## config.mk

```make
export PLATFORM = sky130hd
export DESIGN_NAME = setup_stim_gen
export DESIGN_NICKNAME = d
export VERILOG_FILES = /design/src/rtl/setup_stim_pkg.sv /design/src/rtl/setup_stim_cnt.sv /design/src/rtl/setup_stim_gen.sv
export SDC_FILE = /design/constraint.sdc
export NUM_CORES = 1
export LEC_CHECK = 0
export CORE_MARGIN = 2
export CORE_UTILIZATION = 55
export CTS_BUF_LIST = sky130_fd_sc_hd__clkbuf_8
export DETAILED_ROUTE_END_ITERATION = 8
export DONT_BUFFER_PORTS = 1
export GPL_TIMING_DRIVEN = 1
export PLACE_DENSITY = 0.7
export SKIP_CTS_REPAIR_TIMING = 1
export SYNTH_ARGS = -nofsm -noshare
export SYNTH_HDL_FRONTEND = slang
export SYNTH_SLANG_ARGS = --single-unit
export TNS_END_PERCENT = 5
```

## constraint.sdc

```tcl
create_clock -name clk -period 5.9 [get_ports clk]
set_input_delay 1.18 -clock clk [delete_from_list [all_inputs] [get_ports clk]]
set_output_delay 1.18 -clock clk [all_outputs]
set_load 0.02 [all_outputs]
```

## src/rtl/setup_stim_pkg.sv

```systemverilog
// Shared types and widths for the setup/hold stimulus transmitter.
package setup_stim_pkg;

    localparam int CMD_DATA_W   = 1;
    localparam int CMD_CNT_W    = 8;
    localparam int LAUNCH_CNT_W = 16;

    typedef enum logic [2:0] {
        IDLE,
        SETUP,
        STROBE,
        HOLD,
        DONE
    } state_e;

    typedef struct packed {
        logic [CMD_DATA_W-1:0] data;
        logic [CMD_CNT_W-1:0]  setup;
        logic [CMD_CNT_W-1:0]  hold;
        logic                  viol;
    } stim_cmd_t;

endpackage

```

## src/rtl/setup_stim_cnt.sv

```systemverilog
// Loadable down-counter with zero flag; reused for the SETUP and HOLD intervals.
module setup_stim_cnt #(
    parameter int CNT_W = 8
) (
    input  logic             clk,
    input  logic             rst,
    input  logic             load,
    input  logic [CNT_W-1:0] load_val,
    input  logic             dec,
    output logic             zero
);

    logic [CNT_W-1:0] count;

    always_ff @(posedge clk or posedge rst) begin
        if (rst) begin
            count <= '0;
        end else if (load) begin
            count <= load_val;
        end else if (dec && (count != '0)) begin
            count <= count - 1'b1;
        end
    end

    assign zero = (count == '0);

endmodule

```

## src/rtl/setup_stim_gen.sv

```systemverilog
// Launches data, then a reference strobe a programmed number of cycles later.
// Optional feature: define SETUP_STIM_VIOL_EN to allow setup-violating launches.
module setup_stim_gen
    import setup_stim_pkg::*;
#(
    parameter int DATA_W = CMD_DATA_W,
    parameter int CNT_W  = CMD_CNT_W
) (
    input  logic                    clk,
    input  logic                    rst,
    input  logic                    cmd_valid,
    output logic                    cmd_ready,
    input  logic [DATA_W-1:0]       cmd_data,
    input  logic [CNT_W-1:0]        cmd_setup,
    input  logic [CNT_W-1:0]        cmd_hold,
    input  logic                    cmd_viol,
    output logic [DATA_W-1:0]       data_out,
    output logic                    ref_out,
    output logic                    busy,
    output logic                    done,
    output logic                    viol_flag,
    output logic [LAUNCH_CNT_W-1:0] launch_cnt
);

    state_e           state, state_nxt;
    stim_cmd_t        cmd_q;
    logic             accept;
    logic             viol_req;
    logic             cnt_load;
    logic             cnt_dec;
    logic             cnt_zero;
    logic [CNT_W-1:0] cnt_val;
    logic [CNT_W-1:0] unused_setup;

    // Counter holds cycles remaining after the current one, so load max(s,1)-1.
    function automatic logic [CNT_W-1:0] setup_m1(input logic [CNT_W-1:0] s);
        return (s == '0) ? '0 : s - 1'b1;
    endfunction

`ifdef SETUP_STIM_VIOL_EN
    assign viol_req = cmd_viol;
`else
    logic unused_viol;
    assign unused_viol = cmd_viol;
    assign viol_req    = 1'b0;
`endif

    assign accept       = cmd_valid && (state == IDLE);
    assign unused_setup = cmd_q.setup;

    always_ff @(posedge clk or posedge rst) begin
        if (rst) begin
            state      <= IDLE;
            cmd_q      <= '0;
            data_out   <= '0;
            launch_cnt <= '0;
        end else begin
            state <= state_nxt;
            if (accept) begin
                cmd_q    <= '{data: cmd_data, setup: cmd_setup, hold: cmd_hold, viol: viol_req};
                data_out <= cmd_data;
            end
            if (state == STROBE) begin
                launch_cnt <= launch_cnt + 1'b1;
            end
        end
    end

    always_comb begin
        state_nxt = state;
        cnt_load  = 1'b0;
        cnt_dec   = 1'b0;
        cnt_val   = '0;
        case (state)
            IDLE: begin
                if (cmd_valid) begin
                    if (viol_req) begin
                        state_nxt = STROBE;
                    end else begin
                        state_nxt = SETUP;
                        cnt_load  = 1'b1;
                        cnt_val   = setup_m1(cmd_setup);
                    end
                end
            end
            SETUP: begin
                if (cnt_zero) state_nxt = STROBE;
                else          cnt_dec   = 1'b1;
            end
            STROBE: begin
                if (cmd_q.hold != '0) begin
                    state_nxt = HOLD;
                    cnt_load  = 1'b1;
                    cnt_val   = cmd_q.hold - 1'b1;
                end else begin
                    state_nxt = DONE;
                end
            end
            HOLD: begin
                if (cnt_zero) state_nxt = DONE;
                else          cnt_dec   = 1'b1;
            end
            DONE:    state_nxt = IDLE;
            default: state_nxt = IDLE;
        endcase
    end

    setup_stim_cnt #(.CNT_W(CNT_W)) u_cnt (
        .clk      (clk),
        .rst      (rst),
        .load     (cnt_load),
        .load_val (cnt_val),
        .dec      (cnt_dec),
        .zero     (cnt_zero)
    );

    assign cmd_ready = (state == IDLE) && !rst;
    assign busy      = (state != IDLE);
    assign ref_out   = (state == STROBE);
    assign done      = (state == DONE);
    assign viol_flag = ref_out && cmd_q.viol;

endmodule

```

# Word level (Yosys, flattened, before mapping)
# Index checks and enable logic that the tools add are counted.
# totals
output_inout_bits,22
regBits,36
in_bits,21
elab_cells,45
# classes
n_eq_ne,7
n_reduce_logical,13
n_addsub,4
mux,16
# op_table
op,count
2-to-1 mux 8 bit,5
"subtractor 8 x 1 -> 8 bit, second input constant",3
"adder 16 x 1 -> 16 bit, second input constant",1
logical NOT 8 bit,2
case mux 8 bit (2 select lines),1
nonzero test 8 bit,2
2-to-1 mux 3 bit,4
case mux 3 bit (4 select lines),1
"== test 3 x 2 -> 1 bit, second input constant",2
"!= test 2 bit, second input constant",3
2-to-1 mux 1 bit,4
"== test 3 x 1 -> 1 bit, second input constant",1
"== test 3 bit, second input constant",1
logical AND 1 bit,3
logical NOT 3 bit,1
AND reduction 3 bit,1
nonzero test 3 bit,1
case mux 1 bit (2 select lines),1
nonzero test 2 bit,1
OR reduction 2 bit,1
logical NOT 1 bit,1

# Depth between registers and ports, before layout
# logic_depth
depth_word,6
depth_mapped,7

# By module
# Synthesis repeated with hierarchy kept, for this count alone.
# hier_totals
cells_unflattened,227
area_unflattened_um2,2098.3
# modules_own_cells
module,n_inst,cells_each,area_each_um2
setup_stim_gen,1,174,1602.8
setup_stim_cnt,1,53,495.5

# Worst setup path after synthesis
# No wires, ideal clock.
# synth_path
path_kind,input-to-reg
startpoint,in cmd_setup[5]
endpoint,reg u_cnt.count[5]
setup_time_ns,0.124
arrival_ns,2.546
path_buffers,0
slack_ns,3.230
required_time_ns,5.776
path_stages,4
path_cell_list,or4_1 > o41ai_4 > o22ai_1 > a211o_1
# synth_between
elab_chain_cells,5
word_cells_on_any_way,6
# synth_lines
element,line,source
"start, declared",setup_stim_gen.sv:14,"input logic [CNT_W-1:0] cmd_setup,"
subtractor 8 x 1 -> 8 bit or logical NOT 8 bit (tied branches),setup_stim_gen.sv:37,return (s == '0) ? '0 : s - 1'b1;
2-to-1 mux 8 bit *,setup_stim_gen.sv:37,
2-to-1 mux 8 bit *,setup_stim_gen.sv:76,if (cmd_valid) begin
case mux 8 bit (2 select lines) *,setup_stim_gen.sv:74,case (state)
2-to-1 mux 8 bit *,setup_stim_cnt.sv:18,end else if (load) begin
"end signal, assigned",setup_stim_cnt.sv:19,count <= load_val;
"end signal, assigned",setup_stim_cnt.sv:21,count <= count - 1'b1;
"end, declared",setup_stim_cnt.sv:13,logic [CNT_W-1:0] count;
# Mark *: on every way between the ends. The rest lies on a longest branch, timed or not.
# A chain may end at the register's enable or synchronous reset.

# Worst setup path in the final report
# layout_path
startpoint,reg state[2]
endpoint,out done
# layout_between
elab_chain_cells,1
# layout_lines
element,line,source
"start, declared",setup_stim_gen.sv:25,"state_e state, state_nxt;"
"start signal, assigned",setup_stim_gen.sv:58,state <= state_nxt;
== test 3 bit,setup_stim_gen.sv:120,assign done = (state == DONE);
"end, declared",setup_stim_gen.sv:20,"output logic done,"
# Every way passes these cells.

==> results.md <==
* Top routing layer used: met4
* Crit path launch type: flip-flop
* Seq. cell area at 901 sq um
* Commonest non-fill, non-tap cell in the layout: dfrtp_1
* Post-synthesis sequential area ratio at 43.0%
* Wire length on met3 at 304 um
* Netlist cell types at 44
* Fraction of layout cells with a size suffix above 1 at 12.3%
* Min Clock Period, post-route at 2.72 ns
* Critical path required time at 4.72 ns
* Gr usage total at 21.6%
* Vias at 1554
* Fill cell count at 299
* Maximum VDD drop at 0.319 mV
* Peak Freq at 0.368 GHz
* Fin nets at 239
* Synth warn at 0
* Min-delay worst type: reg2reg
* Detailed Routing Iterations Pass 1 at 4
* Core Region at 3660 sq um
* PD cells at 476 nW/um^2
* PortBufs at 0
* Die area at 4320 sq um
* # DRC at 0
* WL/cell at 15.8 um
* Vias in the first global route at 1619
* Initial antenna violation count at 0
* Clock latency on the worst-skew pair at 0.28 ns
* Final setup vio count at 0
* Post-route antenna net violation count at 0
* DR vias/cell at 5.98
* Final wirelength at 4110 um
* Worst-Margin Slew at 0.673 ns
* Mapped cell area at 2100 sq um
* Syn Area/Cell at 10.1 sq um
* Total power at 1.07 mW
* Initial DRC count at 277
* Worst-path clk slew at 0.07 ns
* TritonCTS Buffers at 5
* # diodes at 0
* Area Overhead vs Synth at 7.58%
* H-tree levels at 2
* Clk_skew at 0.00761 ns
* Seq cells post-synth at 36
* Die Ht at 65.7 um
* Crit end category: output port
* First-pass GRT wire length at 7200 um
* CP Class: reg2out
* Root Buffer: clkbuf_8
* Initial core utilization at 57.3%
* Synth top area share at 43.0%
* Fin. Hold Viols at 0
* Pin count of the biggest net entering global routing at 37
* Max Fanout on Critical Path at 9
* Cells after Synth at 207
* Relative slew margins at 54.0%
* Syn_nets at 235
* Fin Setup TNS at 0 ns
* Crit share post-route at 46.1%
* CTS sink cnt at 36
* Boundary Pins at 43
* Area of the multi-input gates at 1100 sq um
* Met1 Wirelength at 1770 um
* DIE WIDTH at 65.7 um
* Status: finished clean
* Total global routing overflow at 0
* Unrepaired setup endpoints after global routing: false
* Max-cap violations at 0
* Max Slew Vio Count at 0
* Dpl hpwl at 3060 um
* CTS tree: done
* Gpl congestion at 0.892
* Row cnt at 22
* Met2 WL at 1940 um
* Area leader, netlist: dfrtp_1
* Area contributors post-synth: dfrtp_1 43%, xnor2_1 8.4%, mux2_2 4.3%
* CP arrival at 1.54 ns
* Bufs on Longest Clock Path at 2
* Pleak at 0.971 nW
* Commonest cells after routing, fill and taps aside: 36 x dfrtp_1, 20 x xnor2_1, 19 x inv_1, 16 x nor2_1, 14 x nand2_1
## cells in the mapped netlist
cell type / number
a2111o_1: 1
a2111oi_0: 1
a211o_1: 2
a211oi_1: 2
a21boi_1: 1
a21o_1: 1
a21oi_1: 2
a221oi_2: 1
a22o_1: 1
a22oi_1: 1
a31oi_1: 2
and3_1: 5
buf_2: 1
buf_4: 1
clkbuf_1: 3
conb_1: 1
dfrtp_1: 36
ha_1: 7
inv_1: 18
mux2_2: 8
nand2_1: 14
nand3_1: 4
nand4_1: 5
nor2_1: 16
nor2b_1: 1
nor3_1: 8
nor3b_1: 5
nor3b_4: 1
nor4_1: 2
nor4_2: 1
nor4b_2: 1
o211a_1: 1
o211ai_1: 1
o21ai_0: 6
o22ai_1: 9
o311ai_1: 1
o41ai_1: 1
o41ai_4: 2
or3_1: 2
or3b_2: 1
or4_1: 1
or4_4: 2
xnor2_1: 20
xor2_1: 7
## worst max-delay path, cell delays in order, from the launching register on
cell	delay, ns
dfrtp_1	0.55
inv_1	0.17
nor3_1	0.53
## routing by layer
layer | track usage, % | up-vias
li1 | - | 740
met1 | 29.0 | 744
met2 | 33.0 | 59
met3 | 4.79 | 11
met4 | 10.9 | 0
met5 | 0 | -
## cell type report
class	count	share of cell area, %
Inverter	18	3.00
Tap cell	48	2.66
Clock buffer	5	3.05
Timing Repair Buffer	2	0.666
Clock inverter	3	1.72
Sequential cell	36	39.9
Multi-Input combinational cell	148	49.0
## logic make-up after synthesis
| family | Yosys count | synth area share (%) |
|---|---|---|
| simple gates | 69 | 18.6 |
| compound gates | 36 | 14.2 |
| flops | 36 | 43.0 |
| xor+xnor | 27 | 11.3 |
| buf+inv | 23 | 4.36 |
| mux | 8 | 4.30 |
| fa+ha+maj | 7 | 4.18 |
| other cells | 1 | 0.179 |
## power breakdown
group	switching [mW]	internal (mW)	total, mW
Sequential	0.132	0.328	0.460
Clock	0.0845	0.124	0.208
Combinational	0.211	0.194	0.405
Total	0.427	0.645	1.07
## through the flow
step / utilization (%) / setup WS, ns / area [sq um] / std cells / hold WS [ns]
5_1_grt: 61.6 / 3.03 / 2260 / 260 / 0.516
4_1_cts: 61.6 / 3.17 / 2260 / 260 / 0.498
3_5_place_dp: 58.7 / 3.06 / 2150 / 252 / 0.488
6_report: 61.6 / 3.18 / 2260 / 260 / 0.499
3_3_place_gp: 58.7 / 3.09 / 2150 / 252 / 0.479
2_1_floorplan: - / 3.23 / 2100 / 207 / 0.459
## flip-flops by register name, indices dropped and copies added (netlist names)
signal and flops:
u_cnt.count 8, launch_cnt 16, cmd_q 8, data_out 1, state 3
## final timing paths
path / slack [ns] / end / from / cells after the start
worst max-delay path: 3.18 / done / state[2] / 2
worst min-delay path: 0.50 / u_cnt.count[7] / u_cnt.count[7] / 1
worst min register to register: 0.50 / u_cnt.count[7] / u_cnt.count[7] / 1
worst max register to register: 3.64 / u_cnt.count[0] / cmd_q[1] / 7
max in group asynchronous: 4.70 / cmd_q[6] / rst / 2
min in group asynchronous: 0.88 / launch_cnt[14] / rst / 2
No activity file was read; power rests on OpenSTA's default activity.
